==> src/rtl/rr_ex_hazard_ctrl.sv <==
// Hazard sequencer at the RR/EX boundary: load-use bubbles, mispredict flush and STOP drain/halt.
// Optional feature macro: HAZARD_PERF_EN adds saturating ld_stall_cnt / flush_cnt counters.
module rr_ex_hazard_ctrl #(
    parameter int LD_STALL_CYC = 1,
    parameter int DRAIN_CYC    = 3
) (
    input  logic       clk,
    input  logic       reset,
    input  logic       rr_valid,
    input  logic [2:0] rr_src0_addr,
    input  logic [2:0] rr_src1_addr,
    input  logic       rr_use0,
    input  logic       rr_use1,
    input  logic       ex_valid,
    input  logic       ex_mem_ans,
    input  logic       ex_W_reg,
    input  logic [2:0] ex_RDest,
    input  logic       ex_mispredict,
    input  logic       ex_stop,
    output logic       stall_IF,
    output logic       stall_ID,
    output logic       stall_RR,
    output logic       valid_IF_ID,
    output logic       valid_ID_RR,
    output logic       valid_RR_EX,
    output logic       pc_redirect,
    output logic       halted
`ifdef HAZARD_PERF_EN
    ,
    output logic [15:0] ld_stall_cnt,
    output logic [15:0] flush_cnt
`endif
);

    typedef enum logic [2:0] {RUN, LDSTALL, FLUSH, DRAIN, HALTED} state_t;

    localparam logic [2:0] LD_CNT_INIT    = 3'(LD_STALL_CYC - 1);
    localparam logic [2:0] DRAIN_CNT_INIT = 3'(DRAIN_CYC - 1);

    state_t     state_reg, state_next;
    logic [2:0] cnt_reg, cnt_next;
    logic       hz, stop_req, mis_req;

    // ex_valid masks every EX-originated request
    assign stop_req = ex_valid & ex_stop;
    assign mis_req  = ex_valid & ex_mispredict;
    assign hz = rr_valid & ex_valid & ex_mem_ans & ex_W_reg &
                ((rr_use0 & (rr_src0_addr == ex_RDest)) |
                 (rr_use1 & (rr_src1_addr == ex_RDest)));

    always_ff @(posedge clk) begin
        if (reset) begin
            state_reg <= RUN;
            cnt_reg   <= 3'd0;
        end else begin
            state_reg <= state_next;
            cnt_reg   <= cnt_next;
        end
    end

    always_comb begin
        state_next = state_reg;
        cnt_next   = cnt_reg;
        case (state_reg)
            RUN: begin
                if (stop_req) begin
                    state_next = DRAIN;
                    cnt_next   = DRAIN_CNT_INIT;
                end else if (mis_req) begin
                    state_next = FLUSH;
                end else if (hz) begin
                    cnt_next   = LD_CNT_INIT;
                    state_next = (LD_STALL_CYC == 1) ? RUN : LDSTALL;
                end
            end
            LDSTALL: begin
                if (cnt_reg != 3'd0) cnt_next = cnt_reg - 3'd1;
                else                 state_next = RUN;
            end
            FLUSH:   state_next = RUN;
            DRAIN: begin
                if (cnt_reg == 3'd0) state_next = HALTED;
                else                 cnt_next   = cnt_reg - 3'd1;
            end
            HALTED:  state_next = HALTED;
            default: state_next = RUN;
        endcase
    end

    always_comb begin
        stall_IF    = 1'b0;
        stall_ID    = 1'b0;
        stall_RR    = 1'b0;
        valid_IF_ID = 1'b1;
        valid_ID_RR = 1'b1;
        valid_RR_EX = 1'b1;
        pc_redirect = 1'b0;
        halted      = 1'b0;
        if (reset) begin
            valid_IF_ID = 1'b0;
            valid_ID_RR = 1'b0;
            valid_RR_EX = 1'b0;
        end else begin
            case (state_reg)
                RUN: begin
                    if (stop_req) begin
                        stall_IF    = 1'b1;
                        valid_IF_ID = 1'b0;
                        valid_ID_RR = 1'b0;
                        valid_RR_EX = 1'b0;
                    end else if (mis_req) begin
                        valid_IF_ID = 1'b0;
                        valid_ID_RR = 1'b0;
                        valid_RR_EX = 1'b0;
                        pc_redirect = 1'b1;
                    end else if (hz) begin
                        stall_IF    = 1'b1;
                        stall_ID    = 1'b1;
                        stall_RR    = 1'b1;
                        valid_RR_EX = 1'b0;
                    end
                end
                LDSTALL: begin
                    if (cnt_reg != 3'd0) begin
                        stall_IF    = 1'b1;
                        stall_ID    = 1'b1;
                        stall_RR    = 1'b1;
                        valid_RR_EX = 1'b0;
                    end
                end
                DRAIN: begin
                    stall_IF    = 1'b1;
                    valid_IF_ID = 1'b0;
                    valid_ID_RR = 1'b0;
                    valid_RR_EX = 1'b0;
                end
                HALTED: begin
                    stall_IF    = 1'b1;
                    stall_ID    = 1'b1;
                    stall_RR    = 1'b1;
                    valid_IF_ID = 1'b0;
                    valid_ID_RR = 1'b0;
                    valid_RR_EX = 1'b0;
                    halted      = 1'b1;
                end
                default: ;
            endcase
        end
    end

`ifdef HAZARD_PERF_EN
    logic ld_event, flush_event;

    // Only RUN-state entries count; a hazard hidden behind stop/mispredict is not a stall
    assign ld_event    = (state_reg == RUN) & ~stop_req & ~mis_req & hz;
    assign flush_event = (state_reg == RUN) & ~stop_req & mis_req;

    always_ff @(posedge clk) begin
        if (reset) begin
            ld_stall_cnt <= 16'd0;
            flush_cnt    <= 16'd0;
        end else begin
            if (ld_event && ld_stall_cnt != 16'hFFFF) ld_stall_cnt <= ld_stall_cnt + 16'd1;
            if (flush_event && flush_cnt != 16'hFFFF) flush_cnt <= flush_cnt + 16'd1;
        end
    end
`endif

endmodule

==> config.mk <==
export PLATFORM = sky130hd
export DESIGN_NAME = rr_ex_hazard_ctrl
export DESIGN_NICKNAME = d
export VERILOG_FILES = /design/src/rtl/rr_ex_hazard_ctrl.sv
export SDC_FILE = /design/constraint.sdc
export NUM_CORES = 1
export LEC_CHECK = 0
export CAP_MARGIN = 20
export CORE_AREA = 2 2 40 42
export DETAILED_ROUTE_END_ITERATION = 10
export DIE_AREA = 0 0 42 44
export DONT_BUFFER_PORTS = 1
export PLACE_DENSITY = 0.67
export SYNTH_ARGS = -nofsm -noshare
export SYNTH_HDL_FRONTEND = slang
export SYNTH_SLANG_ARGS = --single-unit
==> constraint.sdc <==
create_clock -name clk -period 2.5 [get_ports clk]
set_clock_uncertainty 0.05 [all_clocks]
set_input_delay 0.5 -clock clk [delete_from_list [all_inputs] [get_ports clk]]
set_output_delay 0.5 -clock clk [all_outputs]
set_load 0.05 [all_outputs]
==> results.toml, run 1 <==
[yosys]
synth_compound_area_share_pct = 25.8
netlist-cell-type-count = 30
syn_inst = 73
synthFlopType = "dfxtp_1"
syn_area_sq_um = 591
synth_top_family_by_area = "simple AND/OR/NAND/NOR gates"
synthesis.nets = 94
synth_fa_ha_area_share_pct = 4.24
synth-edff-count = 0
synthArstFlopShare_pct = 0
synth_seq_cells = 6
seq_area_frac_synth_pct = 20.3
yosys.area_share.xor_xnor_pct = 8.90
synth_simple_gate_area_share_pct = 30.5
yosysWarnings = 0
syn_avg_cell_area_sq_um = 8.09
synthMuxAreaShare_pct = 0

[floorplan]
num_rows = 14
die_w_microns = 42
num_io_pins = 27
start_util_pct = 41.6
die-area_sq_mm = 0.00185
core-area_sq_mm = 0.00142
die_h_microns = 44

[power]
powerDensity_mw_per_mm2 = 434
p_leak_uw = 0.000218
vdd_drop_max_mv = 0.373

[global_routing]
antenna_found_initial = 0
grt_max_degree = 15
grt_pass1_vias = 570
grt.total_usage_pct = 15.7
grt-ovfl-total = 0
grt_pass1_wl_microns = 2190

[cells_and_area]
layout.nets = 101
diodes = 0
final_cell_mix = "nor2_1, xnor2_1, a21oi_1, dfxtp_1, buf_4"
nFillCells = 148
final_cells = 94
drive_gt1_share_pct = 26.9
area_delta_synth_final_pct = 16.5
mostFrequentLayoutCell = "nor2_1"
post-route-util_pct = 48.5

[worst_setup_path]
r2r_start = "cnt_reg[0]$_SDFFE_PP0P_"
critPathCaptureType = "output pin"
crit_path_start_kind = "flop"
path_class = "reg2out"
r2r-end = "cnt_reg[1]$_SDFFE_PP0P_"
reg2regPathDepth = 9
crit_fanout = 4
crit_arrival_ns = 1.85
crit_start = "cnt_reg[0]$_SDFFE_PP0P_"
worst-r2r-setup-slack_ns = 0.53
endpoint = "stall_ID"
required_ns = 1.95

[clock_network]
ctsHoldBuffers = 0
htreeDepth = 1
postCtsSetupBuffers = 0
cts.sinks = 6
cts_max_path_buffers = 2
cts_resized = 0
cts.clk_slew.worst_paths_ns = 0.05
cts_inserted_buffers = 3
clock_latency_ns = 0.25
cts_tree = "done"
clock-root-buffer = "clkbuf_4"

[placement]
io_buffers = 0
routabilityCongestion = 0.873
dpl.hpwl_microns = 986
placedCellCount = 91

[drt]
wl_microns = 1240
vias = 556
routed_via_density = 5.91
drt-pass1-iter-count = 4
antenna_left = 0
route.detailed.drc = 0
routedWlPerCell_microns = 13.2
drt_iter0_markers = 7

[sta]
period_share_pct = 96.2
max_freq_mhz = 416
max_slew_margin_pct = 72.4
fin_crit_ns = 2.40
hold_slack_ns = 0.270
finalSetupViolations = 0
max_slew.worst_pin.slew_ns = 0.414
rsz0062_at_grt = "no"
slew_viol_final = 0
hold_viol = 0

[run]
cap_violations = 0

[run_status]
status = "finished clean"

[worst_hold_path]
hold_path_class = "in2reg"
[metal layers]
layer | vias to the layer above | GRT usage [%] | routed length (microns)
met1 | 253 | 15.4 | 474
met4 | 0 | 7.10 | 10
met3 | 3 | 5.83 | 118
met5 | - | 0 | 0
met2 | 26 | 29.4 | 636
li1 | 274 | - | -
[logic make-up (layout without fill, tap and decap cells)]
| kind of cell | after synthesis | count (layout) |
|---|---|---|
| AND/OR/NAND/NOR | 30 | 30 |
| AO/OA/AOI/OAI | 19 | 19 |
| buffers and inverters | 10 | 15 |
| XOR/XNOR | 6 | 6 |
| flip-flops | 6 | 6 |
| adder cells (fa/ha/maj) | 2 | 2 |
[worst min path at each step]
stage,start,endpoint,slack (ns),cells after the start
after global routing,reset,state_reg[0]$_SDFFE_PP0P_,0.25,1
after detailed placement,cnt_reg[2]$_SDFFE_PP0P_,cnt_reg[2]$_SDFFE_PP0P_,0.42,2
after global placement,cnt_reg[2]$_SDFFE_PP0P_,cnt_reg[2]$_SDFFE_PP0P_,0.42,2
final,reset,state_reg[0]$_SDFFE_PP0P_,0.27,1
after CTS,reset,cnt_reg[1]$_SDFFE_PP0P_,0.27,1
after floorplan,cnt_reg[2]$_SDFFE_PP0P_,cnt_reg[2]$_SDFFE_PP0P_,0.41,2
[stage by stage]
stage / TNS [ns] / power, uW / instance area [sq um] / worst slack [ns]
final: 0 / 299 / 688 / 0.0955
after global routing: 0 / 320 / 688 / 0.0115
after CTS: 0 / 302 / 688 / 0.0815
after detailed placement: 0 / 211 / 666 / 0.319
after global placement: 0 / 210 / 666 / 0.337
after floorplan: -0.229 / 198 / 603 / -0.229
[critical path, cell delays in order, from the launching register on]
cell     delay [ns]
dfxtp_1        0.30
inv_1          0.06
ha_1           0.20
ha_1           0.28
nor3b_4        0.21
a21oi_1        0.09
o32ai_4        0.26
buf_12         0.21
[power breakdown]
part,switching (uW),internal (uW)
clock,35.4,54.3
combinational,60.7,41.4
sequential,6.75,100
[cell usage after synthesis, types with 2 or more instances]
cell      number  area (sq um)
a21oi_1        6          30.0
buf_4          2          15.0
buf_6          2          22.5
dfxtp_1        6           120
ha_1           2          25.0
inv_1          5          18.8
nand2_1        4          15.0
nand3_1        2          10.0
nand3b_1       2          15.0
nand4_1        3          18.8
nor2_1         8          30.0
nor3_1         5          25.0
o21ai_0        3          15.0
o31a_1         2          17.5
xnor2_1        6          52.6
[area by class of cell]
type | instances | area (sq um) | area share [%]
Tap cell | 16 | 20.0 | 2.91
Multi-Input combinational cell | 57 | 442 | 64.2
Clock buffer | 3 | 22.5 | 3.27
Timing Repair Buffer | 7 | 65.1 | 9.45
Inverter | 5 | 18.8 | 2.73
Sequential cell | 6 | 120 | 17.5
Power figures use the tool's default switching activity.
==> inputs of run 2 (changes only) <==
ABC_AREA = 1   (was not set)
CORE_AREA = 2 2 41 43   (was 2 2 40 42)
DIE_AREA = 0 0 43 45   (was 0 0 42 44)
==> run 2 against run 1 <==
Power is 20% higher. Critical path type unchanged. Sequential cell count is the same. Sequential share of layout area is 0.96 points lower. Clock power decreased by 2.6%. First-iteration DRC count increased by 14%. Wire length rose by 0.24%. Global-route usage shrank 0.79 points. Highest routed layer is now met3. Utilization up 0.99 points.
==> results.toml, run 2 <==
[placement]
io_buffers = 0
dpl.hpwl_microns = 1050
place_area_sq_um = 696
routabilityCongestion = 0.839

[cells_and_area]
final_cell_mix = "nand2_1, inv_1, nor2_1"
diodes = 0
nFillCells = 177
mostFrequentLayoutCell = "nand2_1"
area_delta_synth_final_pct = 17.3
design_area_sq_um = 728
layout.nets = 143
drive_gt1_share_pct = 19.2
post-route-util_pct = 49.5

[power]
p_int_uw = 216
share_comb_of_total_power_pct = 44.1
p_sw_share_pct = 39.8
clock_power_share_pct = 24.4
power_switching_uw = 143
powerDensity_mw_per_mm2 = 493
p_leak_uw = 0.000379
pwr-share-seq_pct = 31.5
vdd_drop_max_mv = 0.220

[sta]
max_freq_mhz = 434
fin_crit_ns = 2.30
hold_viol = 0
slew_viol_final = 0
rsz0062_at_grt = "no"
max_slew_margin_pct = 81.6
period_share_pct = 92.1
fin_tns_setup_ns = 0
finalSetupViolations = 0
max_slew.worst_pin.slew_ns = 0.278
hold_slack_ns = 0.278

[floorplan]
core-area_sq_mm = 0.00147
die-area_sq_mm = 0.00194
die_h_microns = 45
die_w_microns = 43
start_util_pct = 42.2
num_rows = 14
num_io_pins = 27

[clock_network]
cts.clk_slew.worst_paths_ns = 0.04
cts_max_path_buffers = 2
htreeDepth = 1
ctsHoldBuffers = 0
cts_resized = 0
postCtsSetupBuffers = 0
clock-root-buffer = "clkbuf_4"
clock_latency_ns = 0.24
cts.sinks = 6
cts_tree = "done"
cts_inserted_buffers = 3

[global_routing]
antenna_found_initial = 0
grt.total_usage_pct = 14.9
grt_max_degree = 11
grt-ovfl-total = 0
grt_pass1_vias = 587
grt_pass1_wl_microns = 2190

[drt]
antenna_left = 0
vias = 664
route.detailed.drc = 0
wl_microns = 1240
drt-pass1-iter-count = 4
routedWlPerCell_microns = 9.14
routed_via_density = 4.88
drt_iter0_markers = 8

[worst_setup_path]
path_class = "reg2out"
crit_fanout = 3
crit_buf_inv = 3
cpPeakStageDelay_ns = 0.32
required_ns = 1.95
crit_slowest_cell = "dfxtp_1"
path_cells = "inv_1 > ha_1 > ha_1 > inv_1 > nand2_1 > nor2_2 > a21oi_1 > a21oi_2 > buf_6"
critPathCaptureType = "output pin"
crit_arrival_ns = 1.75
critPathTopFamily = "adder cells"
worst-r2r-setup-slack_ns = 1.00
crit_start = "cnt_reg[0]$_SDFFE_PP0P_"
r2r_start = "cnt_reg[0]$_SDFFE_PP0P_"
crit_path_start_kind = "flop"

[yosys]
ys_top_cells_by_count = "nand2_1, inv_1, nor2_1, a21oi_1"
syn_area_sq_um = 621
synthArstFlopShare_pct = 0
synthFlopType = "dfxtp_1"
yosys-top-cells-area = "nand2_1, dfxtp_1, inv_1"
netlist-cell-type-count = 21
synth_top_area_share_pct = 21.8
syn_inst = 113
synthesis.nets = 134
yosysMostFrequentCell = "nand2_1"
yosysWarnings = 0
syn_avg_cell_area_sq_um = 5.49
seq_area_frac_synth_pct = 19.4
synth_largest_area_cell = "nand2_1"
synth-edff-count = 0
synth_seq_cells = 6

[worst_hold_path]
min_from = "reset"
hold_path_class = "in2reg"

[run]
cap_violations = 0

[run_status]
status = "finished clean"
-- run 2: cell families (layout without fill, tap and decap cells) --
logic type / Yosys count / in the layout / share of synthesized area [%]
DFF: 6 / 6 / 19.4
AOI/OAI and AO/OA: 14 / 14 / 14.7
and+or+nand+nor: 68 / 68 / 46.8
adders and majority gates: 2 / 2 / 4.03
buffers and inverters: 23 / 30 / 15.1
-- run 2: power groups by stage --
stage | Clock [uW] | Combinational [uW] | Sequential (uW)
floorplan | 0 | 135 | 113
global placement | 0 | 157 | 114
detailed placement | 0 | 158 | 114
CTS | 92.3 | 158 | 113
global route | 96.4 | 182 | 114
finish | 87.4 | 158 | 113
-- run 2: metal layers --
layer / routed length, microns / global-route usage, % / part of all wire [%]
met1: 536 / 16.2 / 43
met2: 632 / 28.2 / 51
met3: 73 / 4.80 / 5.9
met4: 0 / 3.64 / 0
met5: 0 / 0 / 0
-- run 2: worst paths after layout --
path,end,cells after the start
hold / removal,state_reg[0]$_SDFFE_PP0P_,1
setup reg to reg,cnt_reg[0]$_SDFFE_PP0P_,9
hold reg to reg,cnt_reg[0]$_SDFFE_PP0P_,2
setup / recovery,stall_ID,9
-- run 2: per-stage QoR --
stage	worst slack [ns]	cells	total power (uW)
floorplan	0.0284	113	248
global placement	0.435	133	271
detailed placement	0.417	133	272
CTS	0.150	136	363
global route	0.0140	136	392
finish	0.198	136	359
-- run 2: area by class of cell --
| cell class | count | area [sq um] | area share [%] |
|---|---|---|---|
| multi-input combinational | 84 | 430 | 59.1 |
| timing repair buffer | 7 | 60.1 | 8.25 |
| tap | 16 | 20.0 | 2.75 |
| sequential | 6 | 120 | 16.5 |
| clock buffer | 3 | 22.5 | 3.09 |
| inverter | 20 | 75.1 | 10.3 |
